File: config.mk
export PLATFORM = sky130hd
export DESIGN_NAME = reg_wr_ctrl_flat
export DESIGN_NICKNAME = d
export VERILOG_FILES = /design/src/rtl/reg_file_pkg.sv /design/src/rtl/reg_wr_ctrl_if.sv /design/src/rtl/reg_wr_fifo.sv /design/src/rtl/reg_wr_ctrl.sv /design/src/flat_wrapper.sv
export SDC_FILE = /design/constraint.sdc
export NUM_CORES = 1
export LEC_CHECK = 0
export CAP_MARGIN = 15
export CORE_AREA = 2 2 219 135
export CTS_CLUSTER_DIAMETER = 150
export DETAILED_ROUTE_END_ITERATION = 12
export DIE_AREA = 0 0 221 137
export GPL_TIMING_DRIVEN = 0
export PLACE_DENSITY_LB_ADDON = 0.3
export SLEW_MARGIN = 0
export SYNTH_ARGS = -nofsm -noshare
export SYNTH_HDL_FRONTEND = slang
export SYNTH_SLANG_ARGS = --single-unit
File: constraint.sdc
create_clock -name clk -period 7.4 [get_ports clk]
set_input_delay 1.48 -clock clk [delete_from_list [all_inputs] [get_ports clk]]
set_output_delay 1.48 -clock clk [all_outputs]
set_load 0.01 [all_outputs]
File: src/rtl/reg_file_pkg.sv
// Shared defaults and request type for the register-bank write controller.
package reg_file_pkg;

  localparam int unsigned WIDTH  = 32;
  localparam int unsigned ADDR_W = 5;
  localparam int unsigned DEPTH  = 4;

  typedef struct packed {
    logic [ADDR_W-1:0] addr;
    logic [WIDTH-1:0]  data;
  } wr_req_t;

endpackage

File: src/rtl/reg_wr_ctrl_if.sv
// Write-request, bank-issue and forwarding signals of reg_wr_ctrl.
interface reg_wr_ctrl_if
  import reg_file_pkg::*;
#(
  parameter int unsigned WIDTH = reg_file_pkg::WIDTH,
  parameter int unsigned DEPTH = reg_file_pkg::DEPTH
) ();

  logic                       wr_valid;
  logic                       wr_ready;
  logic [ADDR_W-1:0]          wr_addr;
  logic [WIDTH-1:0]           wr_data;
  logic                       hold;
  logic                       bank_en;
  logic [WIDTH-1:0]           bank_sel;
  logic [WIDTH-1:0]           bank_data;
  logic [ADDR_W-1:0]          rd_addr;
  logic                       fwd_hit;
  logic [WIDTH-1:0]           fwd_data;
  logic [$clog2(DEPTH):0]     count;

  modport master (
    output wr_valid, wr_addr, wr_data, hold, rd_addr,
    input  wr_ready, bank_en, bank_sel, bank_data, fwd_hit, fwd_data, count
  );

  modport slave (
    input  wr_valid, wr_addr, wr_data, hold, rd_addr,
    output wr_ready, bank_en, bank_sel, bank_data, fwd_hit, fwd_data, count
  );

endinterface

File: src/rtl/reg_wr_fifo.sv
// Write-queue storage and pointers; all entries are exposed for forwarding lookup.
module reg_wr_fifo
  import reg_file_pkg::*;
#(
  parameter int unsigned WIDTH = reg_file_pkg::WIDTH,
  parameter int unsigned DEPTH = reg_file_pkg::DEPTH,
  localparam int unsigned PtrW = $clog2(DEPTH),
  localparam int unsigned CntW = PtrW + 1
) (
  input  logic                         clk,
  input  logic                         rst,
  input  logic                         push_i,
  input  logic                         pop_i,
  input  logic [ADDR_W-1:0]            push_addr_i,
  input  logic [WIDTH-1:0]             push_data_i,
  output logic [PtrW-1:0]              rd_ptr_o,
  output logic [CntW-1:0]              count_o,
  output logic [DEPTH-1:0][ADDR_W-1:0] ent_addr_o,
  output logic [DEPTH-1:0][WIDTH-1:0]  ent_data_o
);

  logic [PtrW-1:0] wr_ptr_q, wr_ptr_d;
  logic [PtrW-1:0] rd_ptr_q, rd_ptr_d;
  logic [CntW-1:0] count_q, count_d;

  logic [DEPTH-1:0][ADDR_W-1:0] addr_q;
  logic [DEPTH-1:0][WIDTH-1:0]  data_q;

  // DEPTH is a power of two, so pointer overflow is the modulo wrap.
  always_comb begin
    wr_ptr_d = wr_ptr_q + PtrW'(push_i);
    rd_ptr_d = rd_ptr_q + PtrW'(pop_i);
    count_d  = count_q + CntW'(push_i) - CntW'(pop_i);
  end

  always_ff @(posedge clk or negedge rst) begin
    if (!rst) begin
      wr_ptr_q <= '0;
      rd_ptr_q <= '0;
      count_q  <= '0;
    end else begin
      wr_ptr_q <= wr_ptr_d;
      rd_ptr_q <= rd_ptr_d;
      count_q  <= count_d;
    end
  end

  // Payload is left unreset; consumers gate it with count.
  always_ff @(posedge clk) begin
    if (push_i) begin
      addr_q[wr_ptr_q] <= push_addr_i;
      data_q[wr_ptr_q] <= push_data_i;
    end
  end

  assign rd_ptr_o   = rd_ptr_q;
  assign count_o    = count_q;
  assign ent_addr_o = addr_q;
  assign ent_data_o = data_q;

endmodule

File: src/rtl/reg_wr_ctrl.sv
// Queued register-bank write controller with one-hot issue and read forwarding.
module reg_wr_ctrl
  import reg_file_pkg::*;
#(
  parameter int unsigned WIDTH = reg_file_pkg::WIDTH,
  parameter int unsigned DEPTH = reg_file_pkg::DEPTH
) (
  input logic         clk,
  input logic         rst,
  reg_wr_ctrl_if.slave bus
);

  localparam int unsigned PtrW = $clog2(DEPTH);
  localparam int unsigned CntW = PtrW + 1;

  logic [PtrW-1:0]              rd_ptr;
  logic [CntW-1:0]              count;
  logic [DEPTH-1:0][ADDR_W-1:0] ent_addr;
  logic [DEPTH-1:0][WIDTH-1:0]  ent_data;

  logic              not_empty;
  logic              wr_ready;
  logic              push;
  logic              pop;
  logic [ADDR_W-1:0] head_addr;
  logic [WIDTH-1:0]  head_data;

  assign not_empty = (count != '0);
  assign wr_ready  = (count != CntW'(DEPTH));
  assign push      = bus.wr_valid && wr_ready;
  assign pop       = not_empty && !bus.hold;
  assign head_addr = ent_addr[rd_ptr];
  assign head_data = ent_data[rd_ptr];

  reg_wr_fifo #(
    .WIDTH (WIDTH),
    .DEPTH (DEPTH)
  ) u_fifo (
    .clk         (clk),
    .rst         (rst),
    .push_i      (push),
    .pop_i       (pop),
    .push_addr_i (bus.wr_addr),
    .push_data_i (bus.wr_data),
    .rd_ptr_o    (rd_ptr),
    .count_o     (count),
    .ent_addr_o  (ent_addr),
    .ent_data_o  (ent_data)
  );

  // Addresses beyond the bank width select nothing.
  always_comb begin
    bus.bank_sel = '0;
    if (pop && (32'(head_addr) < WIDTH)) begin
      bus.bank_sel[head_addr] = 1'b1;
    end
  end

  // Scan oldest to youngest so the last match is the youngest entry.
  logic [PtrW-1:0] idx;
  always_comb begin
    idx          = '0;
    bus.fwd_hit  = 1'b0;
    bus.fwd_data = '0;
    for (int i = 0; i < DEPTH; i++) begin
      idx = rd_ptr + PtrW'(i);
      if ((CntW'(i) < count) && (ent_addr[idx] == bus.rd_addr)) begin
        bus.fwd_hit  = 1'b1;
        bus.fwd_data = ent_data[idx];
      end
    end
  end

  assign bus.wr_ready  = wr_ready;
  assign bus.bank_en   = pop;
  assign bus.bank_data = not_empty ? head_data : '0;
  assign bus.count     = count;

endmodule

File: src/flat_wrapper.sv
// flat-port wrapper written by rule: the top's interface ports become plain ports
module reg_wr_ctrl_flat import reg_file_pkg::*;
#(
  parameter int unsigned WIDTH = reg_file_pkg::WIDTH,
  parameter int unsigned DEPTH = reg_file_pkg::DEPTH
)
  (clk, rst, bus_wr_valid, bus_wr_addr, bus_wr_data, bus_hold, bus_rd_addr, bus_wr_ready, bus_bank_en, bus_bank_sel, bus_bank_data, bus_fwd_hit, bus_fwd_data, bus_count);
  reg_wr_ctrl_if #(.WIDTH(WIDTH), .DEPTH(DEPTH)) bus_i ();
  input logic clk;
  input logic rst;
  input wire logic [$bits(bus_i.wr_valid)-1:0] bus_wr_valid;
  input wire logic [$bits(bus_i.wr_addr)-1:0] bus_wr_addr;
  input wire logic [$bits(bus_i.wr_data)-1:0] bus_wr_data;
  input wire logic [$bits(bus_i.hold)-1:0] bus_hold;
  input wire logic [$bits(bus_i.rd_addr)-1:0] bus_rd_addr;
  output wire logic [$bits(bus_i.wr_ready)-1:0] bus_wr_ready;
  output wire logic [$bits(bus_i.bank_en)-1:0] bus_bank_en;
  output wire logic [$bits(bus_i.bank_sel)-1:0] bus_bank_sel;
  output wire logic [$bits(bus_i.bank_data)-1:0] bus_bank_data;
  output wire logic [$bits(bus_i.fwd_hit)-1:0] bus_fwd_hit;
  output wire logic [$bits(bus_i.fwd_data)-1:0] bus_fwd_data;
  output wire logic [$bits(bus_i.count)-1:0] bus_count;
  assign bus_i.wr_valid = bus_wr_valid;
  assign bus_i.wr_addr = bus_wr_addr;
  assign bus_i.wr_data = bus_wr_data;
  assign bus_i.hold = bus_hold;
  assign bus_i.rd_addr = bus_rd_addr;
  assign bus_wr_ready = bus_i.wr_ready;
  assign bus_bank_en = bus_i.bank_en;
  assign bus_bank_sel = bus_i.bank_sel;
  assign bus_bank_data = bus_i.bank_data;
  assign bus_fwd_hit = bus_i.fwd_hit;
  assign bus_fwd_data = bus_i.fwd_data;
  assign bus_count = bus_i.count;
  reg_wr_ctrl #(.WIDTH(WIDTH), .DEPTH(DEPTH)) u_core (.clk(clk), .rst(rst), .bus(bus_i));
endmodule
# Word-level counts from Yosys, hierarchy flattened

Index checks and enable logic that the tools add are counted.

Input port bits: 46
Flip-flop bits (word level): 155
Output and inout bits: 102
Word-level logic and storage cells: 79

Equal/unequal tests: 5
Magnitude comparators: 12
Add/subtract/negate cells: 7
Mux-type cells: 34
Reductions and logical operators: 10

Operators by type and width:

| kind                                                                  | number |
|---|---|
| 32-bit 2-to-1 mux                                                     | 11 |
| 32-bit binary-select mux with 2-bit select                            | 4 |
| 128-bit bitwise mux                                                   | 1 |
| 32-bit demux with 2-bit select                                        | 1 |
| 5-bit binary-select mux with 2-bit select                             | 4 |
| 5-bit 2-to-1 mux                                                      | 5 |
| 20-bit bitwise mux                                                    | 1 |
| 5-bit == test                                                         | 4 |
| 2-bit by 3-bit < comparator with 1-bit output, second input constant  | 5 |
| 5-bit demux with 2-bit select                                         | 1 |
| 1-bit logical AND                                                     | 8 |
| 1-bit by 3-bit < comparator with 1-bit output, first input constant   | 2 |
| 2-bit by 3-bit < comparator with 1-bit output, first input constant   | 2 |
| 5-bit by 6-bit < comparator with 1-bit output, second input constant  | 1 |
| 1-bit demux with 5-bit select                                         | 1 |
| 5-bit by 1-bit >= comparator with 1-bit output, second input constant | 1 |
| 1-bit 2-to-1 mux                                                      | 5 |
| 2-bit by 1-bit adder with 2-bit output                                | 2 |
| 2-bit adder, second input constant                                    | 2 |
| 3-bit by 1-bit adder with 3-bit output                                | 1 |
| 3-bit != test, second input constant                                  | 1 |
| 3-bit nonzero test                                                    | 1 |
| 3-bit by 1-bit subtractor with 3-bit output                           | 1 |
| 2-bit by 1-bit adder with 2-bit output, second input constant         | 1 |
| other kinds (2)                                                       | 2 |

# Logic depth before layout (Yosys ltp)

Word-level depth: 8
Mapped depth: 11
Depth with buffers taken out: 8

# Modules after synthesis

Synthesis repeated with hierarchy kept, for this count alone.

Cell total of the unflattened synthesis: 894
Area total of the unflattened synthesis: 10411.2 sq um

Modules (own cells, without submodules):

| module      | times used | area an instance (sq um) | cells each | sequential area each (sq um) |
|---|---|---|---|---|
| reg_wr_ctrl | 1          | 5635.4                   | 723        | 0.0 |
| reg_wr_fifo | 1          | 4775.8                   | 171        | 4619.4 |

# Worst setup path after synthesis

OpenSTA, ideal clock, no wires.

Kind: input to register
Start point: input bus_wr_valid
End point: register u_core.u_fifo.addr_q (netlist bit u_core.u_fifo.ent_addr_o[5]) (enable)
Cell stages on the path: 2
Required time: 6.915 ns
Path buffers: 0
Setup time: 0.485 ns
Data arrival time: 4.361 ns
Slack: 2.554 ns
Cells stage by stage: nand2_1 > nor3b_1

Cells in the longest elaborated chain, start to end: 1

RTL lines:

| what                           | RTL line           | RTL |
|---|---|---|
| start: declaration             | flat_wrapper.sv:11 | `input wire logic [$bits(bus_i.wr_valid)-1:0] bus_wr_valid;` |
| 1-bit logical AND              | reg_wr_ctrl.sv:30  | `assign push = bus.wr_valid && wr_ready;` |
| end signal: indexed assignment | reg_wr_fifo.sv:51  | `addr_q[wr_ptr_q] <= push_addr_i;` |
| end: declaration               | reg_wr_fifo.sv:26  | `logic [DEPTH-1:0][ADDR_W-1:0] addr_q;` |

Every way passes these cells.
A chain may end at the register's enable or synchronous reset.

# Worst setup path in the final report

Start point: input bus_rd_addr[2]
End point: output bus_fwd_data[10]

Cells in the longest elaborated chain, start to end: 6
Elaborated cells between the ends (all ways): 12
Classes of those cells: eq/ne (4); mux (4); reduce/logical (4)

RTL lines:

| what                            | RTL line           | RTL |
|---|---|---|
| start: declaration              | flat_wrapper.sv:15 | `input wire logic [$bits(bus_i.rd_addr)-1:0] bus_rd_addr;` |
| 5-bit == test                   | reg_wr_ctrl.sv:67  | `if ((CntW'(i) < count) && (ent_addr[idx] == bus.rd_addr)) begin` |
| 1-bit logical AND               | reg_wr_ctrl.sv:67  |  |
| 32-bit 2-to-1 mux (3 in series) | reg_wr_ctrl.sv:67  |  |
| 32-bit 2-to-1 mux *             | reg_wr_ctrl.sv:67  |  |
| end: declaration                | flat_wrapper.sv:21 | `output wire logic [$bits(bus_i.fwd_data)-1:0] bus_fwd_data;` |

Every way passes the cells marked *; elsewhere a longest branch is shown, timed or not.

==> flow_summary.json <==
{
  "path_delay_family": "buffers and inverters",
  "min-delay-start": "u_core.u_fifo.count_o[0]$_DFF_PN0_",
  "max_slew_margin": 0.382,
  "core_area_um2": 28300,
  "seq_area_frac_synth": 0.475,
  "drive_above_1_share": 0.121,
  "drt-total-wl_mm": 32.0,
  "worst_path_largest_cell_delay_ns": 0.63,
  "period_share": 0.844,
  "cts_resized": 0,
  "register_area_um2": 4620,
  "start_kind": "input port",
  "cts_root_buf": "clkbuf_16",
  "ys_ff_latch": 155,
  "holdCritPathClass": "reg -> reg",
  "crit_arrival_ns": 4.76,
  "cts_hold_buf": 0,
  "crit_path_max_fanout": 10,
  "yosysWarnings": 0,
  "first_pass_iters": 6,
  "drc_errors": 0,
  "fillerInstances": 2655,
  "final_cell_mix": "edfxtp_1, clkdlybuf4s50_1, mux2i_1, nor2_1, a21oi_1",
  "holdPathStages": 1,
  "drv_cap": 0,
  "netlist_area_um2": 9730,
  "grt_pass1_wl_mm": 47.8,
  "r2r_end": "u_core.u_fifo.rd_ptr_o[1]$_DFF_PN0_",
  "wl_per_cell_um": 22.3,
  "synth_area_per_cell_um2": 11.2,
  "peakVddDrop_uv": 252,
  "final_common_cell": "edfxtp_1",
  "r2r_start": "u_core.u_fifo.rd_ptr_o[1]$_DFF_PN0_",
  "cts_tree": "yes",
  "cts.sinks": 155,
  "period_needed_ns": 6.24,
  "power.density_nw_per_um2": 430,
  "die_area_um2": 30300,
  "nNetsFinal": 1101,
  "ant_nets": 0,
  "dpl.cell_count": 1404,
  "finalSetupViolations": 0,
  "place_hpwl_mm": 23.8,
  "cts-buffers-inserted": 17,
  "grt_max_degree": 29,
  "status": "finished, final reports clean",
  "dr.first_iter.drc_count": 1004,
  "path_cells": "clkdlybuf4s50_1, xnor2_1, nand4_1, nor2_2, buf_4, clkbuf_1, o211ai_1, o211ai_1, clkdlybuf4s50_1",
  "clkLatencyLatePin_ns": 0.45,
  "vias_per_cell": 5.68,
  "end_kind": "output pin",
  "fp.dieW_um": 221,
  "r2r_slack_ns": 4.71,
  "required_ns": 5.92,
  "io_buffers": 143,
  "syn_nets": 926,
  "num_io_pins": 148,
  "rows": 48,
  "synth_cell_type_count": 41,
  "power.leakage_nw": 4.25,
  "crit_buf_inv": 4,
  "antenna_found_initial": 1,
  "min_to": "u_core.u_fifo.count_o[0]$_DFF_PN0_",
  "final_cells": 1437,
  "place_area_um2": 11800,
  "post_cts_buffers": 0,
  "vias": 8167,
  "place.gp.congestion": 0.896,
  "gr-total-overflow": 0,
  "reg2reg_depth": 7,
  "syn_to_final_growth_pct": 26.8,
  "finalHoldViolCount": 0,
  "slew_violations": 0,
  "tightest_slew_ns": 0.922,
  "multi_input_area_um2": 4740,
  "clock_skew_ns": 0.0107,
  "grt_pass1_vias": 7855,
  "dieHeight_um": 137,
  "rsz0062_at_grt": "no",
  "path_class": "in -> out",
  "max_freq_mhz": 160,
  "slowest_stage": "clkdlybuf4s50_1",
  "start_util": 0.344,
  "syn_inst": 873,
  "grtUsageTotal": 0.210,
  "cts_buffer_depth": 2,
  "path_clk_slew_ns": 0.06,
  "h-tree-depth": 4,
  "final_area_um2": 12300
}
where the power goes:
group,total [mW],switching [mW],internal (mW),leakage [nW]
combinational,3.23,1.88,1.36,2.56
clock,0.793,0.364,0.429,0.245
sequential,1.28,0.109,1.17,1.44
total,5.30,2.35,2.95,4.25
final cells by class:
type	count	area share
plain buffers	78	0.0298
multi-input cells	634	0.384
clock inverters	13	0.00771
diodes	1	0.000203
clock buffers	19	0.0351
well taps	375	0.0380
repair buffers	156	0.129
inverters	6	0.00183
flip-flops and latches	155	0.374
per-stage QoR:
stage / power, mW / hold slack (ns) / TNS [ns] / utilization / setup WS, ns
floorplan: 3.21 / 0.490 / 0 / - / 2.55
global placement: 4.41 / 0.514 / -61.15 / 0.411 / -0.721
detailed placement: 4.47 / 0.555 / 0 / 0.418 / 1.28
CTS: 5.27 / 0.570 / 0 / 0.436 / 1.28
global route: 5.58 / 0.590 / 0 / 0.436 / 0.988
finish: 5.30 / 0.572 / 0 / 0.436 / 1.16
cells in the mapped netlist:
cell,number,share of area
a211oi_2,1,0.0013
a21oi_1,65,0.033
a31oi_1,32,0.021
and2_1,2,0.0013
and3_1,1,0.00064
buf_1,9,0.0035
buf_2,24,0.012
buf_4,6,0.0046
buf_6,3,0.0035
clkbuf_1,36,0.014
dfrtp_1,7,0.018
edfxtp_1,148,0.46
fa_1,1,0.0021
ha_1,6,0.0077
inv_1,6,0.0023
mux2_1,24,0.028
mux2_2,24,0.028
mux2i_1,112,0.12
mux4_1,2,0.0054
mux4_2,18,0.042
nand2_1,56,0.022
nand2_2,1,0.00064
nand2b_1,6,0.0039
nand3_1,1,0.00051
nand4_1,3,0.0019
nand4_4,1,0.0022
nor2_1,98,0.038
nor2_2,2,0.0013
nor2b_1,34,0.022
nor3_1,35,0.018
nor3b_1,2,0.0015
o211ai_1,48,0.037
o221ai_1,16,0.014
o22ai_2,1,0.0013
or2_1,1,0.00064
or3_1,1,0.00064
or3b_1,1,0.00090
or4_1,16,0.012
xnor2_1,18,0.016
xnor2_2,2,0.0033
xor2_1,3,0.0027
sequential cells by signal, indices dropped and copies added (netlist names):
| signal | cells |
|---|---|
| u_core.u_fifo.ent_data_o | 128 |
| u_core.u_fifo.ent_addr_o | 20 |
| u_core.u_fifo.count_o | 3 |
| u_core.u_fifo.rd_ptr_o | 2 |
| u_core.u_fifo.wr_ptr_q | 2 |
metal layers:
| metal | track usage | vias up | routed length, um |
|---|---|---|---|
| li1 | - | 3666 | - |
| met1 | 0.315 | 3971 | 15400 |
| met2 | 0.291 | 478 | 12900 |
| met3 | 0.0569 | 52 | 3120 |
| met4 | 0.0634 | 0 | 584 |
| met5 | 0 | - | 0 |
how the worst max path moves through the flow:
stage,startpoint,to,slack [ns],cells after the start
after floorplan,bus_wr_valid,u_core.u_fifo.ent_addr_o[5]$_DFFE_PP_,2.55,2
after global placement,bus_wr_valid,u_core.u_fifo.ent_data_o[35]$_DFFE_PP_,-0.72,3
after detailed placement,bus_rd_addr[2],bus_fwd_data[10],1.28,9
after CTS,bus_rd_addr[2],bus_fwd_data[10],1.28,9
after global routing,bus_rd_addr[2],bus_fwd_data[10],0.99,9
final,bus_rd_addr[2],bus_fwd_data[10],1.16,9
cells by family (layout without fill, tap and decap cells):
group	count (synthesis)	in the layout	share of synthesized area
other	0	1	0
flip-flops	155	155	0.475
AND/OR/NAND/NOR	261	261	0.128
buffers and inverters	84	272	0.0401
XOR/XNOR	23	23	0.0222
multiplexers	180	180	0.218
AO/OA/AOI/OAI	163	163	0.108
adder cells (fa/ha/maj)	7	7	0.00977
(Power assumes the default switching activity.)
==> RTL change (config.mk and constraints unchanged) <==
`WIDTH`: 32 -> 28.
--- a/src/rtl/reg_file_pkg.sv
+++ b/src/rtl/reg_file_pkg.sv
@@ -1,7 +1,7 @@
 // Shared defaults and request type for the register-bank write controller.
 package reg_file_pkg;
 
-  localparam int unsigned WIDTH  = 32;
+  localparam int unsigned WIDTH  = 28;
   localparam int unsigned ADDR_W = 5;
   localparam int unsigned DEPTH  = 4;
 
Interface: changed (resized bus_bank_data, bus_bank_sel, bus_fwd_data and bus_wr_data); port bits go from 148 to 132. No check against the original RTL was run, so the function may have changed too.
==> RTL change against the unedited design <==
- setup slack got worse by 160 ps
- wire length fell by 4.4%
- power fell by 0.11%
- worst hold slack got worse by 52 ps
- sequential cell count fell by 16
- maximum frequency fell by 2.5%
- design area fell by 4.3%
- area after synthesis fell by 5.0%
- clock power rose by 12%
- non-clock buffer count fell by 18
==> RTL change: results (changes against the unedited design) <==
Post-Syn Nets - 840 (was 926)
Top cells by count, synth - 132 x edfxtp_1, 83 x mux2_2, 83 x mux2i_1, 65 x nand2_1, 60 x nor2_1 (was 148 x edfxtp_1, 112 x mux2i_1, 98 x nor2_1, 65 x a21oi_1, 56 x nand2_1)
Final hold slack - 520 ps (was 572 ps)
M1 wire length - 14600 um (was 15400 um)
Met3 track demand over resource - 0.0567 (was 0.0569)
EDFF count, synth - 132 (was 148)
Initial antenna violation count - 0 (was 1)
Synth cell types - 35 (was 41)
Largest net degree at the start of global routing - 25 (was 29)
Placed Instances - 1308 (was 1404)
Placed Area - 11200 um2 (was 11800 um2)
Router iterations before antenna repair - 5 (was 6)
Met1 Use GR - 0.303 (was 0.315)
Worst Hold Launch - u_core.u_fifo.rd_ptr_o[0]$_DFF_PN0_ (was u_core.u_fifo.count_o[0]$_DFF_PN0_)
Worst vdd ir - 0.208 mV (was 0.252 mV)
Clock Skews - 6.18 ps (was 10.7 ps)
Filler Cell Count - 2681 (was 2655)
Post-DP HPWL - 22200 um (was 23800 um)
GRT Util Overall - 0.206 (was 0.210)
Avg Cell Area, Syn - 11.7 um2 (was 11.2 um2)
Fin util - 0.417 (was 0.436)
XOR/XNOR share of the synthesized area - 0.0218 (was 0.0222)
Vias in the first global route - 7552 (was 7855)
Area of the multi-input gates - 4720 um2 (was 4740 um2)
Fraction of layout cells with a size suffix above 1 - 0.174 (was 0.121)
Post-synthesis mux area share - 0.245 (was 0.218)
Worst rel slew slack - 0.396 (was 0.382)
Non-clock inverter count - 10 (was 6)
Port Buffers - 129 (was 143)
CP peak stage delay - 650 ps (was 630 ps)
Nets - 1001 (was 1101)
Post-Route WL - 30600 um (was 32000 um)
LEAKAGE - 3.99 nW (was 4.25 nW)
GP Congestion - 0.863 (was 0.896)
Status - finished, final reports clean (unchanged)
Synth top area cells - edfxtp_1 43%, mux2_2 10%, mux2i_1 9.0%, a311oi_1 5.3%, nor3b_1 4.7% (was edfxtp_1 46%, mux2i_1 12%, mux4_2 4.2%, nor2_1 3.8%, o211ai_1 3.7%)
Final-layout non-clock buffer area share - 0.153 (was 0.159)
Worst Path Arrival - 4920 ps (was 4760 ps)
Comb_multi_in - 568 (was 634)
Met2 Routed Length - 12600 um (was 12900 um)
Seq/total area - 0.351 (was 0.374)
Worst setup margin - 997 ps (was 1160 ps)
Clock buffers - 26 (was 19)
Layout clock area frac - 0.0532 (was 0.0428)
Met2 usage - 0.294 (was 0.291)
Register area share after synthesis - 0.448 (was 0.475)
Starting DRT DRC Count - 703 (was 1004)
Adder-Cell Fraction of Synth Area - 0.0103 (was 0.00977)
Vias per cell - 5.62 (was 5.68)
# diodes - 0 (was 1)
Largest register FFs - 112 (was 128)
==> RTL change: worst reg2reg max path, cell delays in order, from the launching register on <==
cell and delay (ps):
dfrtp_1 310, buf_2 230, buf_2 330, buf_2 340, buf_2 330, buf_2 360
buf_2 450, xor2_1 180
==> RTL change: path summary, 6_finish.rpt <==
check / end / depth (start not counted)
hold / removal: u_core.u_fifo.rd_ptr_o[0]$_DFF_PN0_ / 1
setup / recovery: bus_fwd_data[5] / 9
max in group asynchronous: u_core.u_fifo.rd_ptr_o[1]$_DFF_PN0_ / 1
hold reg to reg: u_core.u_fifo.rd_ptr_o[0]$_DFF_PN0_ / 1
min in group asynchronous: u_core.u_fifo.count_o[0]$_DFF_PN0_ / 1
setup reg to reg: u_core.u_fifo.rd_ptr_o[1]$_DFF_PN0_ / 7
==> RTL change: report_power, final <==
part / switching, mW / internal, mW / leakage [nW] / total [mW]
clock network: 0.342 / 0.548 / 0.312 / 0.889
registers: 0.0793 / 1.05 / 1.29 / 1.13
logic: 1.84 / 1.45 / 2.39 / 3.28
